==> config.mk <==
export PLATFORM = sky130hd
export DESIGN_NAME = pc_update_unit_flat
export DESIGN_NICKNAME = d
export VERILOG_FILES = /design/src/rtl/pc_pkg.sv /design/src/rtl/pc_update_unit_if.sv /design/src/rtl/pc_src_mux.sv /design/src/rtl/pc_update_unit.sv /design/src/flat_wrapper.sv
export SDC_FILE = /design/constraint.sdc
export NUM_CORES = 1
export LEC_CHECK = 0
export BUFFER_PORTS_ARGS = -buffer_cell sky130_fd_sc_hd__buf_2
export CAP_MARGIN = 20
export CORE_ASPECT_RATIO = 0.7
export CORE_MARGIN = 8
export CORE_UTILIZATION = 41
export DETAILED_ROUTE_END_ITERATION = 10
export MAX_ROUTING_LAYER = met4
export PLACE_DENSITY_LB_ADDON = 0.12
export SYNTH_ARGS = -nofsm -noshare
export SYNTH_HDL_FRONTEND = slang
export SYNTH_SLANG_ARGS = --single-unit
==> constraint.sdc <==
create_clock -name clk -period 1.8 [get_ports clk]
set_input_delay 0.18 -clock clk [delete_from_list [all_inputs] [get_ports clk]]
set_output_delay 0.18 -clock clk [all_outputs]
set_load 0.01 [all_outputs]
==> src/rtl/pc_pkg.sv <==
`default_nettype none
// ============================================================================
//  Module   : pc_pkg
//  Purpose  : Shared definitions for the PC update unit: FSM state encoding,
//             exception cause codes, default vector-table base and a helper
//             that folds the reserved cause onto the opcode cause.
//  Revision : 1.0 - initial release
// ============================================================================
package pc_pkg;

    // Exception sequencer states
    localparam logic [1:0] ST_IDLE = 2'd0;
    localparam logic [1:0] ST_REQ  = 2'd1;
    localparam logic [1:0] ST_WAIT = 2'd2;
    localparam logic [1:0] ST_LOAD = 2'd3;

    typedef enum logic [1:0] {
        CAUSE_OPCODE   = 2'd0,
        CAUSE_OVERFLOW = 2'd1,
        CAUSE_DIV_ZERO = 2'd2,
        CAUSE_RSVD     = 2'd3
    } cause_e;

    localparam int VEC_BASE_DEFAULT = 253;

    // The reserved cause code has no vector entry of its own; it shares the
    // illegal-opcode handler.
    function automatic logic [1:0] normalize_cause(input logic [1:0] cause);
        return (cause == CAUSE_RSVD) ? CAUSE_OPCODE : cause;
    endfunction

endpackage : pc_pkg
`default_nettype wire

==> src/rtl/pc_update_unit_if.sv <==
`default_nettype none
// ============================================================================
//  Module   : pc_update_unit_if
//  Purpose  : Bundles the control, datapath and memory signals of the PC
//             update unit. The "slave" modport is the unit itself; the
//             "master" modport is the surrounding core (control unit, ALU,
//             memory).
//  Ports    : src_data/src_sel      - flat-packed next-PC sources and index
//             pc_write/pc_write_c   - unconditional / conditional PC load
//             cond_true             - branch condition
//             exc_req/exc_cause     - exception pulse and cause code
//             eret                  - exception return pulse
//             mem_rdata             - vector byte returned from memory
//             mem_req/mem_addr      - vector read strobe and address
//             pc/epc                - architectural PC and exception PC
//             busy/exc_done         - sequence in progress / handler loaded
//  Revision : 1.0 - initial release
// ============================================================================
interface pc_update_unit_if #(
    parameter int WIDTH   = 32,
    parameter int NUM_SRC = 4
);
    localparam int SEL_W = $clog2(NUM_SRC);

    logic [NUM_SRC*WIDTH-1:0] src_data;
    logic [SEL_W-1:0]         src_sel;
    logic                     pc_write;
    logic                     pc_write_c;
    logic                     cond_true;
    logic                     exc_req;
    logic [1:0]               exc_cause;
    logic                     eret;
    logic [7:0]               mem_rdata;
    logic                     mem_req;
    logic [WIDTH-1:0]         mem_addr;
    logic [WIDTH-1:0]         pc;
    logic [WIDTH-1:0]         epc;
    logic                     busy;
    logic                     exc_done;

    modport slave (
        input  src_data, src_sel, pc_write, pc_write_c, cond_true,
               exc_req, exc_cause, eret, mem_rdata,
        output mem_req, mem_addr, pc, epc, busy, exc_done
    );

    modport master (
        output src_data, src_sel, pc_write, pc_write_c, cond_true,
               exc_req, exc_cause, eret, mem_rdata,
        input  mem_req, mem_addr, pc, epc, busy, exc_done
    );

endinterface : pc_update_unit_if
`default_nettype wire

==> src/rtl/pc_src_mux.sv <==
`default_nettype none
// ============================================================================
//  Module   : pc_src_mux
//  Purpose  : Combinational NUM_SRC x WIDTH selector for the next PC. Flags
//             indices that do not name a real source so the caller can
//             suppress the load.
//  Ports    : src_data     in  flat-packed sources, source i at [i*WIDTH +: WIDTH]
//             src_sel      in  source index
//             sel_data     out selected source (zero when out of range)
//             out_of_range out src_sel >= NUM_SRC
//  Revision : 1.0 - initial release
// ============================================================================
module pc_src_mux #(
    parameter int WIDTH   = 32,
    parameter int NUM_SRC = 4,
    parameter int SEL_W   = $clog2(NUM_SRC)
) (
    input  wire logic [NUM_SRC*WIDTH-1:0] src_data,
    input  wire logic [SEL_W-1:0]         src_sel,
    output logic      [WIDTH-1:0]         sel_data,
    output logic                          out_of_range
);

    logic [WIDTH-1:0] w_src [NUM_SRC];

    for (genvar gi = 0; gi < NUM_SRC; gi++) begin : g_split
        assign w_src[gi] = src_data[gi*WIDTH +: WIDTH];
    end

    always_comb begin
        sel_data = '0;
        for (int i = 0; i < NUM_SRC; i++) begin
            if (src_sel == SEL_W'(i)) begin
                sel_data = w_src[i];
            end
        end
    end

    assign out_of_range = ({{(32-SEL_W){1'b0}}, src_sel} >= 32'(NUM_SRC));

endmodule : pc_src_mux
`default_nettype wire

==> src/rtl/pc_update_unit.sv <==
`default_nettype none
// ============================================================================
//  Module   : pc_update_unit
//  Purpose  : Owns PC and EPC of the multi-cycle core. Loads the next PC from
//             one of NUM_SRC sources, sequences exception entry (save EPC,
//             fetch handler byte from the vector table, load PC) and handles
//             exception return (EPC -> PC).
//  Ports    : clk   in  rising-edge clock
//             reset in  synchronous active-high reset
//             bus   --  pc_update_unit_if.slave (see interface header)
//  Revision : 1.0 - initial release
// ============================================================================
module pc_update_unit
    import pc_pkg::*;
#(
    parameter int          WIDTH    = 32,
    parameter int          NUM_SRC  = 4,
    parameter int unsigned RESET_PC = 0,
    parameter int unsigned VEC_BASE = VEC_BASE_DEFAULT,
    parameter int          MEM_LAT  = 2,
    parameter int unsigned PC_ADJ   = 4
) (
    input  wire logic         clk,
    input  wire logic         reset,
    pc_update_unit_if.slave   bus
);

    localparam int SEL_W = $clog2(NUM_SRC);
    localparam int CNT_W = $clog2(MEM_LAT + 1);

    logic [1:0]       r_state;
    logic [CNT_W-1:0] r_cnt;
    logic [WIDTH-1:0] r_pc;
    logic [WIDTH-1:0] r_epc;
    logic [1:0]       r_cause;
    logic             r_vec_valid;   // a vector address has been issued since reset

    logic [WIDTH-1:0] w_sel_data;
    logic             w_out_of_range;
    logic             w_pc_load;

    pc_src_mux #(
        .WIDTH   (WIDTH),
        .NUM_SRC (NUM_SRC),
        .SEL_W   (SEL_W)
    ) u_src_mux (
        .src_data     (bus.src_data),
        .src_sel      (bus.src_sel),
        .sel_data     (w_sel_data),
        .out_of_range (w_out_of_range)
    );

    assign w_pc_load = (bus.pc_write | (bus.pc_write_c & bus.cond_true)) & ~w_out_of_range;

    always_ff @(posedge clk) begin
        if (reset) begin
            r_state     <= ST_IDLE;
            r_cnt       <= '0;
            r_pc        <= WIDTH'(RESET_PC);
            r_epc       <= '0;
            r_cause     <= 2'd0;
            r_vec_valid <= 1'b0;
        end else begin
            case (r_state)
                ST_IDLE: begin
                    // Exception outranks eret and any PC write in the same cycle.
                    if (bus.exc_req) begin
                        r_cause     <= normalize_cause(bus.exc_cause);
                        r_epc       <= r_pc - WIDTH'(PC_ADJ);
                        r_vec_valid <= 1'b1;
                        r_state     <= ST_REQ;
                    end else if (bus.eret) begin
                        r_pc <= r_epc;
                    end else if (w_pc_load) begin
                        r_pc <= w_sel_data;
                    end
                end
                ST_REQ: begin
                    if (MEM_LAT == 1) begin
                        r_state <= ST_LOAD;
                    end else begin
                        r_cnt   <= CNT_W'(MEM_LAT - 1);
                        r_state <= ST_WAIT;
                    end
                end
                ST_WAIT: begin
                    // Leave when the count reaches zero so LOAD lands exactly
                    // MEM_LAT cycles after the request cycle.
                    r_cnt <= r_cnt - 1'b1;
                    if (r_cnt == CNT_W'(1)) begin
                        r_state <= ST_LOAD;
                    end
                end
                ST_LOAD: begin
                    r_pc    <= {{(WIDTH-8){1'b0}}, bus.mem_rdata};
                    r_state <= ST_IDLE;
                end
                default: r_state <= ST_IDLE;
            endcase
        end
    end

    // Address is derived from the latched cause; it reads zero until the
    // first exception after reset and then holds between sequences.
    assign bus.mem_addr = r_vec_valid ? (WIDTH'(VEC_BASE) + WIDTH'(r_cause)) : '0;
    assign bus.mem_req  = (r_state == ST_REQ);
    assign bus.busy     = (r_state != ST_IDLE);
    assign bus.exc_done = (r_state == ST_LOAD);
    assign bus.pc       = r_pc;
    assign bus.epc      = r_epc;

endmodule : pc_update_unit
`default_nettype wire

==> src/flat_wrapper.sv <==
// flat-port wrapper written by rule: the top's interface ports become plain ports
module pc_update_unit_flat import pc_pkg::*;
#(
    parameter int          WIDTH    = 32,
    parameter int          NUM_SRC  = 4,
    parameter int unsigned RESET_PC = 0,
    parameter int unsigned VEC_BASE = VEC_BASE_DEFAULT,
    parameter int          MEM_LAT  = 2,
    parameter int unsigned PC_ADJ   = 4
)
  (clk, reset, bus_src_data, bus_src_sel, bus_pc_write, bus_pc_write_c, bus_cond_true, bus_exc_req, bus_exc_cause, bus_eret, bus_mem_rdata, bus_mem_req, bus_mem_addr, bus_pc, bus_epc, bus_busy, bus_exc_done);
  pc_update_unit_if #(.WIDTH(WIDTH), .NUM_SRC(NUM_SRC)) bus_i ();
  input  wire logic clk;
  input  wire logic reset;
  input wire logic [$bits(bus_i.src_data)-1:0] bus_src_data;
  input wire logic [$bits(bus_i.src_sel)-1:0] bus_src_sel;
  input wire logic [$bits(bus_i.pc_write)-1:0] bus_pc_write;
  input wire logic [$bits(bus_i.pc_write_c)-1:0] bus_pc_write_c;
  input wire logic [$bits(bus_i.cond_true)-1:0] bus_cond_true;
  input wire logic [$bits(bus_i.exc_req)-1:0] bus_exc_req;
  input wire logic [$bits(bus_i.exc_cause)-1:0] bus_exc_cause;
  input wire logic [$bits(bus_i.eret)-1:0] bus_eret;
  input wire logic [$bits(bus_i.mem_rdata)-1:0] bus_mem_rdata;
  output wire logic [$bits(bus_i.mem_req)-1:0] bus_mem_req;
  output wire logic [$bits(bus_i.mem_addr)-1:0] bus_mem_addr;
  output wire logic [$bits(bus_i.pc)-1:0] bus_pc;
  output wire logic [$bits(bus_i.epc)-1:0] bus_epc;
  output wire logic [$bits(bus_i.busy)-1:0] bus_busy;
  output wire logic [$bits(bus_i.exc_done)-1:0] bus_exc_done;
  assign bus_i.src_data = bus_src_data;
  assign bus_i.src_sel = bus_src_sel;
  assign bus_i.pc_write = bus_pc_write;
  assign bus_i.pc_write_c = bus_pc_write_c;
  assign bus_i.cond_true = bus_cond_true;
  assign bus_i.exc_req = bus_exc_req;
  assign bus_i.exc_cause = bus_exc_cause;
  assign bus_i.eret = bus_eret;
  assign bus_i.mem_rdata = bus_mem_rdata;
  assign bus_mem_req = bus_i.mem_req;
  assign bus_mem_addr = bus_i.mem_addr;
  assign bus_pc = bus_i.pc;
  assign bus_epc = bus_i.epc;
  assign bus_busy = bus_i.busy;
  assign bus_exc_done = bus_i.exc_done;
  pc_update_unit #(.WIDTH(WIDTH), .NUM_SRC(NUM_SRC), .RESET_PC(RESET_PC), .VEC_BASE(VEC_BASE), .MEM_LAT(MEM_LAT), .PC_ADJ(PC_ADJ)) u_core (.clk(clk), .reset(reset), .bus(bus_i));
endmodule
Word-level counts from Yosys, hierarchy flattened

Index checks and enable logic that the tools add are counted.

Add/sub/neg operators: 3
$mul: 0
Div/mod/pow operators: 0
Magnitude comparators: 0
Equal/unequal tests: 12
Shift operators: 0
Multiplexer cells: 14
Bitwise logic cells: 2
Reduce and logical (&&, ||, !) cells: 8

Operator list:

| kind                                                | count |
|---|---|
| two-way mux 32 bit                                  | 8 |
| one-hot mux 32 bit (2 select lines)                 | 1 |
| subtractor 32 x 3 -> 32 bit, second input constant  | 1 |
| equality test 2 bit, second input constant          | 5 |
| adder 8 x 2 -> 9 bit, first input constant          | 1 |
| one-hot mux 2 bit (4 select lines)                  | 1 |
| equality test 2 x 1 -> 1 bit, second input constant | 3 |
| two-way mux 2 bit                                   | 3 |
| nonzero test 2 bit                                  | 3 |
| zero test 2 bit                                     | 2 |
| != test 2 bit, second input constant                | 2 |
| one-hot mux 2 bit (2 select lines)                  | 1 |
| AND reduction 2 bit                                 | 2 |
| != test 3 x 2 -> 1 bit, second input constant       | 1 |
| AND reduction 3 bit                                 | 1 |
| != test 2 x 1 -> 1 bit, second input constant       | 1 |
| subtractor 2 x 1 -> 2 bit, second input constant    | 1 |
| AND 1 bit                                           | 1 |
| OR 1 bit                                            | 1 |

Register bits: 71
Bits in latches: 0
Memory bits (writable): 0
Memory bits (read-only): 0
Output and inout bits: 99
Memories kept: 0

Longest topological paths before layout

Gate-level depths: netlist of the first run.

Depth after elaboration: 9
Mapped depth: 8
Gate-level depth less buffers: 6

Hierarchy

A second synthesis of the first run with hierarchy kept.

Cells, all modules: 491
Area, all modules: 4795.8 sq um

By module, submodules not included:

| module         | instances | cells an instance | area an instance (sq um) | seq. area each (sq um) |
|---|---|---|---|---|
| pc_update_unit | 1         | 450               | 3970.1                   | 1421.4 |
| pc_src_mux     | 1         | 41                | 825.8                    | 0.0 |

Worst setup path before layout of the first run

Ideal clock, no wire load.

Kind: register to register
Start point: register u_core.r_pc[2], in the netlist u_core.bus.pc[2]
End point: register u_core.r_epc[22], in the netlist u_core.bus.epc[22]
Setup time: 0.091 ns
Arrival: 1.935 ns
Setup slack: -0.226 ns
Stages on the path, launching flop included: 7
Path buffers: 0
Period minus slack after synthesis: 2.026 ns
Cells stage by stage: dfxtp_1 > inv_1 > ha_1 > or3b_2 > nand2b_1 > or4_1 > a311oi_1

Longest elaborated chain between the ends: 1

Ends and longest elaborated chain:

| what                        | RTL line             | source |
|---|---|---|
| start, declared             | pc_update_unit.sv:33 | `logic [WIDTH-1:0] r_pc;` |
| start signal, assigned      | pc_update_unit.sv:59 | `r_pc <= WIDTH'(RESET_PC);` |
| start signal, assigned      | pc_update_unit.sv:73 | `r_pc <= r_epc;` |
| start signal, assigned      | pc_update_unit.sv:75 | `r_pc <= w_sel_data;` |
| subtractor 32 x 3 -> 32 bit | pc_update_unit.sv:69 | `r_epc <= r_pc - WIDTH'(PC_ADJ);` |
| end signal, assigned        | pc_update_unit.sv:69 |  |
| end, declared               | pc_update_unit.sv:34 | `logic [WIDTH-1:0] r_epc;` |

No other way between the ends.
A chain may end at the register's enable or synchronous reset.

Worst setup path after layout of the first run

Start point: register u_core.r_pc[3], in the netlist u_core.bus.pc[3]
End point: register u_core.r_epc[24], in the netlist u_core.bus.epc[24]

Same word-level chain as after synthesis.

==> key figures, run 1 <==
Hold path
  – Worst hold endpoint: u_core.bus.pc[0]
  – Min-Delay Startpoint: bus_mem_rdata[0]
  – Min-Delay Path Class: in -> reg
  – Hold path depth: 3

Layout
  – Fillers: 998
  – NumNets Final: 884
  – Most frequent cells in the layout: 222 x buf_2, 63 x dfxtp_1, 59 x buf_4
  – Fin cells: 888
  – Fin area: 6730 sq um
  – Share of layout cells above drive strength 1: 0.524
  – N_diodes: 0
  – Commonest non-fill, non-tap cell in the layout: buf_2
  – Area growth syn-to-layout: 47.3%

Status
  – Status: finished, violations left
  – Violated checks: negative setup slack

Floorplan
  – Die area: between 10000 and 15000 sq um
  – Core area: 10900 sq um
  – Cell Rows: 32
  – Die height: between 100 and 150 microns
  – IO Pins: around 250
  – Starting Density: 0.418
  – Die W: between 100 and 150 microns

GRT
  – Vias in the first global route: 5014
  – Initial antenna violation count: 0
  – First-pass GRT wire length: 26100 microns
  – All-Layer GR Usage: 0.222
  – Largest net degree at the start of global routing: 39
  – Total grt overflow: 0

CTS
  – Longest Clk Path Bufs: 2
  – Clock network latency to the later pin of the worst-skew pair: 0.33 ns
  – Worst-path clk slew: 0.06 ns
  – CTS tree: built
  – Hold_buf cts: 0
  – Clock sinks: roughly 70
  – Inserted Clock Buffers: 9
  – CTS H-Tree Depth: 3
  – Root Buffer: clkbuf_16

STA
  – Relative max-transition margin: 0.602
  – Final Hold Fails: 0
  – Sum Neg Setup Slack: -0.109 ns
  – Fmax achieved: between 500 and 600 MHz
  – Fin crit share: 1.03
  – # setup viols final: 4
  – Setup WS post-layout: -0.0539 ns
  – Final Critical Period: 1.85 ns
  – Worst-Margin Slew: approximately 0.60 ns
  – Final setup skew: 0.00671 ns
  – Worst hold margin: 0.114 ns
  – Slew Limit Fails: 0
  – RSZ-0062 raised after global routing: yes

Placement
  – Dpl ws: -0.0929 ns
  – I/O Buffers: 222
  – Placed Area: 6170 sq um
  – Placed insts: between 800 and 900
  – GPL Wtd Cong: 0.838
  – Hpwl dp: 12800 microns

Drt
  – Number of routed nets with antenna violations: 0
  – Avg Vias per Cell: 5.43
  – Residual DRC: 0
  – Met2 WL: 7590 microns
  – Total Wirelength: 16300 microns
  – Pre-antenna DRT Iters: 5
  – Number of DRC markers in iteration 0: between 300 and 400
  – Met1 WL: ~7000 microns
  – Via Count: 4820
  – WL met3: between 1000 and 1500 microns
  – Wirelength per Cell: between 15 and 20 microns
  – Top Metal Used: met4

Synthesis
  – Number of flops mapped to enable cells by yosys: 0
  – #FFs+latches synth: 71
  – Syn Inst Count: 468
  – Avg Cell Area, Syn: 9.76 sq um
  – Syn. warnings: 0
  – Synthesized cell area: 4570 sq um
  – Sequential fraction of the synthesis area: 0.311
  – Cell variety after synth: 51
  – Synth Flop Type: dfxtp_1
  – Post-synth ARST share: 0

Power and ir drop
  – Switching share of power: 0.401
  – NetSw: 3.92 mW
  – Internal power: 5.86 mW
  – Sequential share of power: 0.251
  – P_leak: ~3.2 nW
  – Logic pwr share: 0.563
  – Maximum VDD drop: 0.758 mV
  – Power Dens Cells: 1450 nW/um^2
  – Clock power share: 0.185

Setup path
  – Worst R2R End: u_core.bus.epc[24]
  – Critical R2R Launch: u_core.bus.pc[3]
  – Crit Path Class: reg -> reg
  – Critical-path maximum fanout: 5
  – Startpoint Class: flip-flop
  – Worst Path Arrival: 2.10 ns
  – R2R Setup Slk: -0.05 ns
  – Crit path largest cell delay: 0.40 ns
  – Crit. End Element: flip-flop
  – Delay-heaviest family, CP: simple AND/OR/NAND/NOR gates
  – Number of buffer and inverter stages on the critical path: 1
  – Slowest CP cell: or3b_4
  – CP required: 2.04 ns
  – Cell count of the worst reg-to-reg path: 6
  – CP cell instances: inv_2 -> ha_4 -> or3b_4 -> nand2b_4 -> or4_4 -> a311oi_1

Run
  – Max-cap violations: 0
Yosys cell counts, types with 7 or more instances:
cell	instances	area [sq um]
ha_1	7	87.6
a21oi_1	14	70.1
a311oi_1	14	123
o21ai_0	10	50.1
o31ai_1	10	75.1
nand2b_1	14	87.6
or4_1	13	97.6
mux2i_1	26	260
nor2_1	47	176
clkbuf_1	28	105
nor4_1	8	50.1
o2bb2ai_1	25	219
mux4_2	32	721
a211oi_1	13	97.6
buf_4	28	210
inv_1	15	56.3
nand2_1	13	48.8
dfxtp_1	71	1420
nand3_1	7	35.0
layer usage:
layer / global-route usage / up-vias
li1: - / 2274
met1: 0.277 / 2318
met2: 0.347 / 206
met3: 0.0624 / 22
met4: 0.0558 / 0
met5: - / -
flip-flops by register name, summed over array words and instances (netlist names):
signal,flops
u_core.bus.pc,32
u_core.r_vec_valid,1
u_core.r_cnt,2
u_core.bus.epc,32
u_core.r_cause,2
u_core.r_state,2
worst max path at each step:
stage	from	slack [ns]	end	cells after the start
floorplan	u_core.bus.pc[2]	-0.04	u_core.bus.epc[22]	6
global placement	u_core.bus.pc[8]	-0.04	u_core.bus.epc[26]	5
detailed placement	u_core.bus.pc[8]	-0.09	u_core.bus.epc[24]	5
CTS	u_core.bus.pc[3]	-0.02	u_core.bus.epc[24]	6
global route	u_core.bus.pc[8]	-0.12	u_core.bus.epc[30]	6
finish	u_core.bus.pc[3]	-0.05	u_core.bus.epc[24]	6
kinds of logic (layout without fill, tap and decap cells):
family	after synthesis	in the layout	synth area share
AND/OR/NAND/NOR	141	142	0.176
AO/OA/AOI/OAI	102	102	0.170
other	1	23	0.000821
buffers and inverters	78	322	0.0898
flip-flops	71	71	0.311
multiplexers	58	58	0.215
XOR/XNOR	10	10	0.0192
adder cells (fa/ha/maj)	7	7	0.0192
tightest hold or removal path, cell delays in order:
cell,delay (ns)
buf_2,0.10
inv_1,0.05
a221oi_1,0.07
power groups by stage:
stage	logic [mW]	clock network (mW)	registers, mW
after floorplan	2.64	0	2.63
after global placement	4.70	0	2.45
after detailed placement	4.81	0	2.47
after CTS	5.12	1.85	2.44
after global routing	5.99	1.92	2.53
final	5.51	1.81	2.46
area by class of cell:
cell class                 count  area (sq um)  area share
multi-input combinational    342          3030       0.450
timing repair buffer         291          1720       0.255
sequential                    71          1430       0.213
clock buffer                  13           262      0.0388
tap                          153           191      0.0284
inverter                      15          56.3     0.00836
clock inverter                 3          40.0     0.00595
repair_timing:
action | CTS | global route
pin swaps | 5 | 9
setup buffers | 7 | 1
setup endpoints to repair | 30 | 41
gates cloned | 0 | 1
resized for setup | 11 | 31
stage by stage:
stage / power (mW) / utilization
after floorplan: 5.27 / -
after global placement: 7.15 / 0.564
after detailed placement: 7.28 / 0.564
after CTS: 9.41 / 0.602
after global routing: 10.4 / 0.616
final: 9.78 / 0.616
Note: power is estimated with default switching activity, not from simulation.
==> run 2: changes to the inputs <==
--- a/config.mk
+++ b/config.mk
@@ -5,12 +5,14 @@
 export SDC_FILE = /design/constraint.sdc
 export NUM_CORES = 1
 export LEC_CHECK = 0
+export ABC_AREA = 1
 export BUFFER_PORTS_ARGS = -buffer_cell sky130_fd_sc_hd__buf_2
 export CAP_MARGIN = 20
 export CORE_ASPECT_RATIO = 0.7
 export CORE_MARGIN = 8
-export CORE_UTILIZATION = 41
+export CORE_UTILIZATION = 43
 export DETAILED_ROUTE_END_ITERATION = 10
+export GPL_TIMING_DRIVEN = 1
 export MAX_ROUTING_LAYER = met4
 export PLACE_DENSITY_LB_ADDON = 0.12
 export SYNTH_ARGS = -nofsm -noshare
==> run 2 against run 1 <==
Net effect:
- the flow now finishes without violations
- worst setup slack improved by 0.21 ns
- critical path type unchanged
- sequential share of layout area up 0.15 points
- die area grew 5.8%
- register-to-register slack improved by 0.21 ns
- hold slack improved by 0.0044 ns
- sequential cell count did not move
- critical path depth increased by 2
- area after synthesis rose by 12%
==> key figures, run 2 <==
STA
  – Final Hold Fails: 0
  – Worst-Margin Slew: 0.552 ns
  – Final Critical Period: around 1.6 ns
  – Final setup skew: 0.00628 ns
  – Slew Limit Fails: 0
  – Fmax achieved: 608 MHz
  – Relative max-transition margin: 0.631
  – # setup viols final: 0
  – RSZ-0062 raised after global routing: no
  – Fin crit share: 0.914
  – Sum Neg Setup Slack: 0 ns
  – Worst hold margin: approximately 0.12 ns

Placement
  – Hpwl dp: 14900 microns
  – Placed Area: 6220 sq um
  – I/O Buffers: 222
  – GPL Wtd Cong: 0.959
  – Placed insts: 1212

Synthesis
  – Compound-gate portion of the synthesized area: 0.190
  – Simple-gate portion of the synthesized area: 0.349
  – Synth Area in Adders: 0.0171
  – Mux share of post-synthesis cell area: 0
  – Post-synth ARST share: 0
  – #FFs+latches synth: 71
  – Cell variety after synth: 36
  – Area share of the largest cell type after synthesis: 0.278
  – Synth area leaders: dfxtp_1 28%, nand2_1 17%, a21oi_1 7.9%
  – Most common library cells after synthesis: 236 x nand2_1, 105 x nor2_1, 83 x inv_1, 81 x a21oi_1, 74 x o21ai_0
  – Synthesized cell area: 5110 sq um
  – Most frequent cell after synthesis: nand2_1
  – Post-synthesis xor/xnor area fraction: 0.0120
  – Syn Inst Count: 863
  – Syn. warnings: 0
  – Avg Cell Area, Syn: 5.92 sq um
  – Number of flops mapped to enable cells by yosys: 0
  – Main combinational cell family by area after synthesis: simple AND/OR/NAND/NOR gates
  – Sequential fraction of the synthesis area: 0.278
  – Synth Flop Type: dfxtp_1
  – Dominant cell type by area after synthesis: dfxtp_1

Layout
  – Commonest non-fill, non-tap cell in the layout: nand2_1
  – Most frequent cells in the layout: 234 x nand2_1, 222 x buf_2, 104 x nor2_1
  – Fin area: about 6600 sq um
  – Register area: 1420 sq um
  – N_diodes: 0
  – Fillers: 1227
  – Multi-input gate area: 3010 sq um
  – Utilization after layout: 0.569
  – Fin cells: 1230
  – Area growth syn-to-layout: 29.6%
  – NumNets Final: 1222
  – Share of layout cells above drive strength 1: 0.263

Status
  – Status: finished clean

GRT
  – Largest net degree at the start of global routing: 43
  – Vias in the first global route: between 5000 and 6000
  – All-Layer GR Usage: 0.239
  – Total grt overflow: 0
  – First-pass GRT wire length: about 30000 microns
  – Initial antenna violation count: 0

Setup path
  – Worst Path Arrival: 1.87 ns
  – Crit Path Class: reg -> reg
  – Critical R2R Launch: u_core.r_state[0]
  – Startpoint Class: flip-flop
  – Crit. End Element: flip-flop
  – Cell count of the worst reg-to-reg path: 8
  – Critical-path maximum fanout: 18
  – R2R Setup Slk: about 0.15 ns
  – Worst R2R End: u_core.bus.pc[20]
  – CP required: 2.02 ns

Power and ir drop
  – P_leak: 3.59 nW
  – Maximum VDD drop: 0.970 mV
  – Power Dens Cells: 1640 nW/um^2

Floorplan
  – Die W: 146 microns
  – Die area: 15700 sq um
  – Die height: about 110 microns
  – Core area: 11600 sq um
  – Cell Rows: 33
  – Starting Density: 0.439
  – IO Pins: 246

CTS
  – Worst-path clk slew: 0.06 ns
  – Inserted Clock Buffers: 9
  – Root Buffer: clkbuf_16
  – Clock sinks: between 70 and 80
  – CTS H-Tree Depth: 3
  – Hold_buf cts: 0
  – CTS tree: built
  – Longest Clk Path Bufs: 2
  – Clock network latency to the later pin of the worst-skew pair: ~0.34 ns

Drt
  – Via Count: 6092
  – Residual DRC: 0
  – Wirelength per Cell: 15.4 microns
  – Total Wirelength: 19000 microns
  – Avg Vias per Cell: 4.95
  – Number of routed nets with antenna violations: 0
  – Number of DRC markers in iteration 0: 485
  – Pre-antenna DRT Iters: 5

Hold path
  – Min-Delay Startpoint: bus_mem_rdata[7]
  – Worst hold endpoint: u_core.bus.pc[7]
  – Min-Delay Path Class: in -> reg
  – Hold path depth: 3

Run
  – Max-cap violations: 0
[run 2: cells by family (layout without fill, tap and decap cells)]
family,after synthesis,in the layout
XOR/XNOR,7,7
flip-flops,71,71
adder cells (fa/ha/maj),7,7
buffers and inverters,160,348
AO/OA/AOI/OAI,188,188
AND/OR/NAND/NOR,429,429
other,1,23
[run 2: cell type report]
class,count,area share
clock buffer,10,0.0361
clock inverter,6,0.0162
inverter,90,0.0514
multi-input combinational,654,0.454
sequential,71,0.215
tap,157,0.0296
timing repair buffer,242,0.199
[run 2: routing by layer]
metal,GRT usage,vias up,part of all wire
li1,-,3133,-
met1,0.322,2721,0.48
met2,0.365,228,0.44
met3,0.0492,10,0.074
met4,0.0440,0,0.0057
met5,-,-,0
[run 2: report_power, final]
group	total (mW)	switching [mW]	leakage (nW)	internal (mW)
combinational	6.00	3.79	2.83	2.22
sequential	2.80	0.630	0.586	2.17
clock	2.06	0.680	0.168	1.39
total	10.9	5.10	3.59	5.77
[run 2: repair_timing]
item / 4_1_cts / 5_1_grt
gates resized for setup: 0 / 4
endpoints found under the setup margin: 0 / 16
buffers inserted: 0 / 1
[run 2: how the worst max path moves through the flow]
stage | start | slack [ns] | depth (start not counted) | end
2_1_floorplan | u_core.r_state[0] | 0.29 | 7 | u_core.bus.pc[22]
3_3_place_gp | u_core.r_state[0] | 0.21 | 8 | u_core.bus.pc[25]
3_5_place_dp | u_core.r_state[0] | 0.14 | 8 | u_core.bus.pc[25]
4_1_cts | u_core.r_state[0] | 0.12 | 8 | u_core.bus.pc[20]
5_1_grt | u_core.r_state[0] | 0.004 | 8 | u_core.bus.pc[28]
6_report | u_core.r_state[0] | 0.15 | 8 | u_core.bus.pc[20]
[run 2: critical path, cell delays in order, from the launching register on]
cell       delay, ns
dfxtp_1         0.36
inv_1           0.09
ha_1            0.25
nand2_2         0.10
o21ai_1         0.10
a21oi_4         0.24
buf_12          0.15
clkbuf_16       0.17
a21oi_1         0.07
[run 2: through the flow]
step,setup slack [ns],power (mW)
6_report,0.154,10.9
3_3_place_gp,0.207,8.48
2_1_floorplan,0.292,6.59
5_1_grt,0.00356,11.8
4_1_cts,0.117,10.6
3_5_place_dp,0.140,8.51
